**src/rtl/alu_pkg.sv**
```systemverilog
// Shared types for the sequential ALU.
//   op_t    : 3-bit operation code presented on the op port
//   state_t : control FSM state, also exported on the debug port
package alu_pkg;

  // The reserved encoding produces a zero result with only flag_z set.
  localparam logic [2:0] OP_RESERVED = 3'b111;

  typedef enum logic [2:0] {
    OP_AND = 3'b000,
    OP_OR  = 3'b001,
    OP_ADD = 3'b010,
    OP_SUB = 3'b011,
    OP_XOR = 3'b100,
    OP_SLT = 3'b101,
    OP_MUL = 3'b110,
    OP_RSV = OP_RESERVED
  } op_t;

  typedef enum logic [1:0] {
    IDLE = 2'd0,
    MUL  = 2'd1,
    DONE = 2'd2
  } state_t;

endpackage

```
**src/rtl/alu_mul_seq.sv**
```systemverilog
// Shift-add signed multiplier, one partial product per clock.
// Ports:
//   clock, reset_n : clock and asynchronous active-low reset (aborts a run)
//   start          : load a/b and begin; ignored bits of a/b afterwards
//   a, b           : signed operands, sampled only on the start edge
//   done           : high in the cycle whose rising edge performs the last
//                    step; product is valid in that same cycle
//   product        : full 2*WIDTH-bit signed product (combinational)
// A run takes WIDTH steps after the start edge.
module alu_mul_seq #(
  parameter int WIDTH = 8
) (
  input  logic               clock,
  input  logic               reset_n,
  input  logic               start,
  input  logic [WIDTH-1:0]   a,
  input  logic [WIDTH-1:0]   b,
  output logic               done,
  output logic [2*WIDTH-1:0] product
);

  localparam int CW = $clog2(WIDTH);
  localparam logic [CW-1:0] LAST = CW'(WIDTH - 1);

  logic               busy;
  logic               neg;
  logic [CW-1:0]      cnt;
  logic [2*WIDTH-1:0] acc;
  logic [2*WIDTH-1:0] mcand;
  logic [2*WIDTH-1:0] acc_next;
  logic [WIDTH-1:0]   mplr;
  logic [WIDTH-1:0]   a_mag;
  logic [WIDTH-1:0]   b_mag;

  // Magnitudes are unsigned WIDTH-bit values, so |-2^(WIDTH-1)| = 2^(WIDTH-1)
  // is representable; the multiplicand then widens to 2*WIDTH bits.
  always_comb begin
    a_mag    = a[WIDTH-1] ? (~a + 1'b1) : a;
    b_mag    = b[WIDTH-1] ? (~b + 1'b1) : b;
    acc_next = acc + (mplr[0] ? mcand : '0);
    product  = neg ? (~acc_next + 1'b1) : acc_next;
    done     = busy && (cnt == LAST);
  end

  always_ff @(posedge clock or negedge reset_n) begin
    if (!reset_n) begin
      busy  <= 1'b0;
      neg   <= 1'b0;
      cnt   <= '0;
      acc   <= '0;
      mcand <= '0;
      mplr  <= '0;
    end else if (start) begin
      busy  <= 1'b1;
      neg   <= a[WIDTH-1] ^ b[WIDTH-1];
      cnt   <= '0;
      acc   <= '0;
      mcand <= {{WIDTH{1'b0}}, a_mag};
      mplr  <= b_mag;
    end else if (busy) begin
      acc   <= acc_next;
      mcand <= mcand << 1;
      mplr  <= mplr >> 1;
      cnt   <= cnt + 1'b1;
      if (cnt == LAST) busy <= 1'b0;
    end
  end

endmodule

```
**src/rtl/alu_seq_n.sv**
```systemverilog
// Sequential N-bit ALU with valid/ready operand and result handshakes.
// Ports:
//   clock, reset_n     : clock and asynchronous active-low reset
//   in_valid/in_ready  : operand handshake; a/b/op captured when both high
//   a, b, op           : signed operands and alu_pkg::op_t code
//   out_valid/out_ready: result handshake; result/flags held while stalled
//   result             : registered result
//   flag_o/c/z         : signed overflow, carry/borrow, zero
//   state_dbg          : current FSM state (alu_pkg::state_t encoding)
// Handshake: a transfer happens on a rising edge where valid and ready are
// both high. in_ready depends only on state (and reset), never on out_ready,
// so a single-cycle op occupies the block for at least two cycles.
module alu_seq_n
  import alu_pkg::*;
#(
  parameter int WIDTH = 8
) (
  input  logic             clock,
  input  logic             reset_n,
  input  logic             in_valid,
  output logic             in_ready,
  input  logic [WIDTH-1:0] a,
  input  logic [WIDTH-1:0] b,
  input  logic [2:0]       op,
  output logic             out_valid,
  input  logic             out_ready,
  output logic [WIDTH-1:0] result,
  output logic             flag_o,
  output logic             flag_c,
  output logic             flag_z,
  output logic [1:0]       state_dbg
);

  state_t state;
  op_t    op_in;

  logic [WIDTH:0]     sum_ext;
  logic [WIDTH:0]     diff_ext;
  logic [WIDTH-1:0]   alu_res;
  logic               alu_o;
  logic               alu_c;

  logic               mul_start;
  logic               mul_done;
  logic [2*WIDTH-1:0] mul_prod;
  logic               mul_ovf;

  assign op_in     = op_t'(op);
  assign in_ready  = (state == IDLE) && reset_n;
  assign out_valid = (state == DONE);
  assign state_dbg = state;
  assign mul_start = (state == IDLE) && in_valid && (op_in == OP_MUL);

  // The product fits in WIDTH bits only when its upper WIDTH+1 bits are
  // all copies of the sign.
  assign mul_ovf = ~((&mul_prod[2*WIDTH-1:WIDTH-1]) |
                     ~(|mul_prod[2*WIDTH-1:WIDTH-1]));

  // Single-cycle datapath. The extra top bit of the unsigned add/sub holds
  // the carry-out or the borrow (a < b unsigned).
  always_comb begin
    sum_ext  = {1'b0, a} + {1'b0, b};
    diff_ext = {1'b0, a} - {1'b0, b};
    alu_res  = '0;
    alu_o    = 1'b0;
    alu_c    = 1'b0;
    case (op_in)
      OP_AND: alu_res = a & b;
      OP_OR:  alu_res = a | b;
      OP_XOR: alu_res = a ^ b;
      OP_ADD: begin
        alu_res = sum_ext[WIDTH-1:0];
        alu_c   = sum_ext[WIDTH];
        alu_o   = (a[WIDTH-1] == b[WIDTH-1]) && (alu_res[WIDTH-1] != a[WIDTH-1]);
      end
      OP_SUB: begin
        alu_res = diff_ext[WIDTH-1:0];
        alu_c   = diff_ext[WIDTH];
        alu_o   = (a[WIDTH-1] != b[WIDTH-1]) && (alu_res[WIDTH-1] != a[WIDTH-1]);
      end
      OP_SLT: alu_res = {{(WIDTH-1){1'b0}}, ($signed(a) < $signed(b))};
      // MUL goes through the multiplier; the reserved code yields zero.
      default: alu_res = '0;
    endcase
  end

  alu_mul_seq #(.WIDTH(WIDTH)) u_mul (
    .clock   (clock),
    .reset_n (reset_n),
    .start   (mul_start),
    .a       (a),
    .b       (b),
    .done    (mul_done),
    .product (mul_prod)
  );

  always_ff @(posedge clock or negedge reset_n) begin
    if (!reset_n) begin
      state  <= IDLE;
      result <= '0;
      flag_o <= 1'b0;
      flag_c <= 1'b0;
      flag_z <= 1'b0;
    end else begin
      case (state)
        IDLE: begin
          if (in_valid) begin
            if (op_in == OP_MUL) begin
              state <= MUL;
            end else begin
              result <= alu_res;
              flag_o <= alu_o;
              flag_c <= alu_c;
              flag_z <= (alu_res == '0);
              state  <= DONE;
            end
          end
        end
        MUL: begin
          if (mul_done) begin
            result <= mul_prod[WIDTH-1:0];
            flag_o <= mul_ovf;
            flag_c <= 1'b0;
            flag_z <= (mul_prod[WIDTH-1:0] == '0);
            state  <= DONE;
          end
        end
        DONE: begin
          if (out_ready) state <= IDLE;
        end
        default: state <= IDLE;
      endcase
    end
  end

endmodule

```
**config.mk**
```make
export PLATFORM = sky130hd
export DESIGN_NAME = alu_seq_n
export DESIGN_NICKNAME = d
export VERILOG_FILES = /design/src/rtl/alu_pkg.sv /design/src/rtl/alu_mul_seq.sv /design/src/rtl/alu_seq_n.sv
export SDC_FILE = /design/constraint.sdc
export NUM_CORES = 1
export LEC_CHECK = 0
export BUFFER_PORTS_ARGS = -buffer_cell sky130_fd_sc_hd__clkbuf_2
export CORE_UTILIZATION = 62
export DETAILED_ROUTE_END_ITERATION = 16
export PLACE_DENSITY = 0.82
export SLEW_MARGIN = 20
export SYNTH_ARGS = -nofsm -noshare
export SYNTH_HDL_FRONTEND = slang
export SYNTH_HIERARCHICAL = 1
export SYNTH_SLANG_ARGS = --single-unit
```
**constraint.sdc**
```tcl
create_clock -name clock -period 5.4 [get_ports clock]
set_clock_uncertainty 0.2 [all_clocks]
set_input_delay 0.81 -clock clock [delete_from_list [all_inputs] [get_ports clock]]
set_output_delay 0.81 -clock clock [all_outputs]
set_load 0.02 [all_outputs]
```
# --- Yosys cells after proc, flatten, opt, wreduce, memory -nomap -nowiden ---
# Cells that the tools add are included.
classes:
  n_addsub: 7
  multipliers: 0
  div_mod_pow: 0
  order_cmp: 1
  eq_ne: 17
  shift: 0
  mux: 39
  n_bitwise: 10
  n_reduce_logical: 16
ops:
  columns: ["cell", "count"]
  rows:
  - ["16-bit 2-to-1 mux", 6]
  - ["8-bit 2-to-1 mux", 7]
  - ["8-bit one-hot mux with 6 select lines", 1]
  - ["16-bit by 1-bit adder with 16-bit output (second input constant)", 1]
  - ["16-bit adder", 1]
  - ["8-bit by 1-bit adder with 8-bit output (second input constant)", 2]
  - ["8-bit logical NOT", 2]
  - ["16-bit inverter", 1]
  - ["8-bit inverter", 2]
  - ["8-bit one-hot mux with 2 select lines", 1]
  - ["3-bit equality test (second input constant)", 4]
  - ["1-bit 2-to-1 mux", 12]
  - ["1-bit one-hot mux with 2 select lines", 5]
  - ["8-bit by 8-bit adder with 9-bit output", 1]
  - ["9-bit AND reduction", 1]
  - ["9-bit OR reduction", 1]
  - ["8-bit by 8-bit subtractor with 9-bit output", 1]
  - ["8-bit AND", 1]
  - ["8-bit < comparator", 1]
  - ["2-bit 2-to-1 mux", 4]
  - ["8-bit OR", 1]
  - ["8-bit bitwise XOR", 1]
  - ["3-bit by 2-bit equality test with 1-bit output (second input constant)", 2]
  - ["1-bit logical AND", 6]
  - ["18 further kinds", 25]
word_totals:
  register_bits: 58
  latch_bits: 0
  mem_bits_rw: 0
  romBits: 0
  in_bits: 23
  wordCells: 101
  memories: 0

# --- Longest topological paths before layout ---
logic_depth:
  ltp_word: 11
  depth_mapped: 17

# --- By module ---
# Netlist, hierarchy kept.
modules_own_cells:
  columns: ["mod", "n_inst", "cells_per_inst", "area_each_um2", "seq_area_each_um2"]
  rows:
  - ["alu_mul_seq", 1, 382, 3428.3, 1126.1]
  - ["alu_seq_n", 1, 267, 2028.2, 325.3]

# --- Worst setup path before layout ---
# Ideal clock, no wire load.
synth_path:
  path_kind: "register to register"
  start: "register u_mul.mplr[0]"
  end: "register flag_o"
  setup_ps: 128
  t_arrival_ps: 3783
  required_ps: 5072
  slack_ps: 1289
  path_stages_with_launch: 18
  cell_sequence: "dfrtp_1 -> clkbuf_1 -> and2_1 -> ha_1 -> fa_1 -> a211oi_2 -> o211ai_2 -> a2111o_1 -> a21o_1 -> a2111o_1 -> o31ai_1 -> xnor2_1 -> nor4_1 -> nand2_1 -> nor4_1 -> nor4_1 -> a21oi_1 -> o31ai_1"
synth_via:
  elab_chain_cells: 11
synth_rtl:
  columns: ["item", "line", "source"]
  rows:
  - ["start: declaration", "alu_mul_seq.sv:31", "logic [WIDTH-1:0] mplr;"]
  - ["start signal: assignment", "alu_mul_seq.sv:59", "mplr <= b_mag;"]
  - ["start signal: assignment", "alu_mul_seq.sv:63", "mplr <= mplr >> 1;"]
  - ["16-bit 2-to-1 mux (*)", "alu_mul_seq.sv:40", "acc_next = acc + (mplr[0] ? mcand : '0);"]
  - ["16-bit adder (*)", "alu_mul_seq.sv:40", null]
  - ["16-bit inverter", "alu_mul_seq.sv:41", "product = neg ? (~acc_next + 1'b1) : acc_next;"]
  - ["16-bit by 1-bit adder with 16-bit output", "alu_mul_seq.sv:41", null]
  - ["16-bit 2-to-1 mux (*)", "alu_mul_seq.sv:41", null]
  - ["net mul_prod[14]", "alu_seq_n.sv:45", "logic [2*WIDTH-1:0] mul_prod;"]
  - ["9-bit OR reduction", "alu_seq_n.sv:57", "~(|mul_prod[2*WIDTH-1:WIDTH-1]));"]
  - ["1-bit inverter", "alu_seq_n.sv:57", null]
  - ["1-bit OR (*)", "alu_seq_n.sv:56", "assign mul_ovf = ~((&mul_prod[2*WIDTH-1:WIDTH-1]) |"]
  - ["1-bit inverter (*)", "alu_seq_n.sv:56", null]
  - ["1-bit 2-to-1 mux (*)", "alu_seq_n.sv:120", "if (mul_done) begin"]
  - ["1-bit one-hot mux with 2 select lines (*)", "alu_seq_n.sv:105", "case (state)"]
  - ["end signal: assignment", "alu_seq_n.sv:112", "flag_o <= alu_o;"]
  - ["end signal: assignment", "alu_seq_n.sv:122", "flag_o <= mul_ovf;"]
  - ["end: declaration", "alu_seq_n.sv:28", "output logic flag_o,"]
# Mark *: on every way through the listed nets, which the timed path passes. The rest lies on a longest branch. The select of a mux whose other input is x is not followed.
# A chain may end at the register's enable or synchronous reset.

# --- Worst setup path in the final report ---
# Same ends and word-level chain as after synthesis.

==> results.toml <==
[outcome]
outcome = "completed"

[sta]
worstMarginPinSlew_ns = 0.7676
fin_tns_setup_ns = 0
fmax_ghz = 0.2194
finalCritPeriodShare_pct = 84.39
setup_violations = 0
rsz0062_at_grt = "no"
fin_crit_ns = 4.557
slew_headroom_pct = 48.70
report.final.slew_viol_count = 0
timing_hold_violations_final = 0

[pwr]
combPwrFrac_pct = 56.4
clock_power_share_pct = 17.2
irDropWorstVdd_uv = 288.7
power.density_mw_per_mm2 = 496.6
swShare_pct = 45.42
p_switching_uw = 1333
seqPwrFrac_pct = 26.4
p_leak_uw = 0.002806
p_int_uw = 1602

[cts]
cts.sink_count = 58
cts_setup_buffers = 0
cts_made_buffers = 9
clockBufferDepth = 2
clk_latency_ns = 0.34
cts_root_buffer = "clkbuf_8"
cts.clk_slew.worst_paths_ns = 0.07
cts_hold_buf = 0
cts_tree = "yes"
h-tree-depth = 3
cts_resized = 0

[critical_path]
worst-path-stages = 16
required_ns = 5.42
worstPathCellList = "and2_1, ha_1, fa_1, a211oi_2, o211ai_2, a2111o_1, a21o_1, a2111o_1, o31ai_1, xnor2_1, nor4_1, nand2_1, nor4_1, nor4_1, a21oi_1, o31ai_1"
slowest_stage = "dfrtp_1"
cp-end-kind = "register"
max_stage_delay_ns = 0.50
crit_family = "compound AO/OA/AOI/OAI gates"
cp_max_fo = 17
r2r_cells = 16
cpMostUsedCell = "nor4_1"
crit_arrival_ns = 4.57
path_buf_inv = 0
startpoint_type = "register"
path_class = "register to register"

[die]
coreArea_sq_mm = 0.008382
row_count = 33
die-area_sq_mm = 0.009180
die_height_um = 95.81
start_util_pct = 65.10
ioPinCount = 38
fp.dieW_um = 95.81

[place]
place_congestion = 0.9701
place_inst = 761
detailed_place_hpwl_mm = 10.17
io_buffers = 37
placed_area_sq_mm = 0.005662

[logic_synthesis]
ys_seq_elements = 58
synth_edf_count = 0
ys_types = 71
ys_async_sr_fraction_pct = 100.0
avgSynthCellArea_sq_um = 8.408
syn-instance-count = 649
synth_warnings = 6
syn_area_sq_mm = 0.005456
syn_nets = 719
ys_seq_area_share_pct = 26.60
synthFlopType = "dfrtp_1"

[global_routing]
track_usage_pct = 32.00
grt_max_degree = 59
antenna_found_initial = 0
grt-ovfl-total = 0
grt_pass1_vias = 4626
grt_pass1_wl_mm = 22.46

[routing]
vias = 4894
drc = 0
totalWireLength_mm = 13.53
ant_nets = 0
first_iter_violations = 309
viasPerCell = 6.299
post_drt_wl_per_cell_um = 17.41
firstDrtPassIters = 5

[layout]
stdcell_area_sq_mm = 0.005911
drive_above_1_share_pct = 12.05
instances_no_fill = 777
num-nets-final = 737
antenna_cells = 0
mostFrequentLayoutCells = "59 x nor2_1, 57 x dfrtp_1, 56 x nand2_1"
final_common_cell = "nor2_1"
nFillCells = 684
area_growth_pct = 8.324

[flow_run]
maxCapViolations = 0

[worst_hold_path]
whs_path_depth = 1
holdCritPathClass = "register to register"
## state kept, by name, indices dropped and copies added, names as in the netlist
signal,flops
flag_o,1
u_mul/cnt,3
u_mul/busy,1
state_dbg,2
u_mul/acc,16
u_mul/neg,1
u_mul/mplr,8
flag_z,1
result,8
flag_c,1
u_mul/mcand,16
## synth_stat cells (3+ instances only)
cell / number / area share (%)
nor2b_1: 9 / 1.0
o31ai_1: 10 / 1.4
xor2_1: 8 / 1.3
a211oi_2: 3 / 0.69
fa_1: 3 / 1.1
clkbuf_1: 19 / 1.3
a21o_1: 12 / 1.7
mux2i_1: 46 / 8.4
inv_1: 37 / 2.5
a31oi_1: 4 / 0.46
o22ai_1: 3 / 0.34
xnor2_1: 31 / 5.0
o21ai_0: 35 / 3.2
a211oi_1: 8 / 1.1
o211a_1: 3 / 0.55
buf_1: 4 / 0.28
dfrtp_1: 58 / 27
and2_1: 19 / 2.2
or3_1: 3 / 0.34
o21bai_1: 3 / 0.41
nor4_1: 8 / 0.92
o22a_1: 4 / 0.64
nor2_1: 60 / 4.1
buf_2: 9 / 0.83
nand2_1: 56 / 3.9
ha_1: 44 / 10
o21ai_1: 6 / 0.55
or4_1: 3 / 0.41
a311oi_1: 3 / 0.48
nand3_1: 15 / 1.4
a2111o_1: 3 / 0.62
o21a_1: 5 / 0.69
a21oi_2: 3 / 0.48
a211o_1: 3 / 0.48
a21oi_1: 26 / 2.4
nor3b_1: 3 / 0.41
nor3_1: 10 / 0.92
o211ai_1: 5 / 0.69
nand2b_1: 16 / 1.8
## worst paths after layout
path,to,slack [ns],from
max,flag_o,0.84,u_mul/mplr[0]
min,result[5],0.28,result[5]
max reg2reg,flag_o,0.84,u_mul/mplr[0]
min reg2reg,result[5],0.28,result[5]
max in group asynchronous,u_mul/busy,3.95,reset_n
min in group asynchronous,u_mul/acc[11],0.53,reset_n
## cell type report
type,count,area (sq um),area share [%]
clock buffer,9,123.9,2.096
multi-input combinational,519,3724,63.00
timing repair buffer,40,207.7,3.514
clock inverter,7,125.1,2.117
sequential,58,1453,24.58
inverter,39,146.4,2.477
tap,105,131.4,2.223
## stage by stage
stage | util (%) | hold slack, ns | setup WS (ns) | power [uW]
final | 70.52 | 0.2808 | 0.8430 | 2935
after global routing | 70.52 | 0.3148 | 0.5110 | 3178
after CTS | 70.52 | 0.2846 | 0.8751 | 2932
after detailed placement | 67.55 | 0.2675 | 0.9183 | 2407
after global placement | 67.55 | 0.2610 | 1.078 | 2343
after floorplan | - | 0.2867 | 1.289 | 2026
## metal layers
layer  GRT usage, %  part of all wire (%)  vias up
li1               -                     -     2347
met5              0                     0        -
met4          11.57                   3.0        0
met2          53.87                    47      173
met3          5.134                   5.9       26
met1          41.42                    44     2348
## kinds of logic after synthesis
| kind of cell | share of synthesized area [%] |
|---|---|
| XOR/XNOR | 6.260 |
| AND/OR/NAND/NOR | 19.61 |
| adder cells (fa/ha/maj) | 11.19 |
| multiplexers | 8.438 |
| buffers and inverters | 5.297 |
| flip-flops | 26.60 |
| AO/OA/AOI/OAI | 22.61 |
## power by group through the flow
stage / Sequential [uW] / Combinational (uW) / Clock, uW
after global placement: 768 / 1570 / 0
after floorplan: 773 / 1250 / 0
after detailed placement: 781 / 1630 / 0
final: 775 / 1650 / 505
after CTS: 774 / 1650 / 513
after global routing: 801 / 1840 / 534
Note: power is estimated with default switching activity, not from simulation.
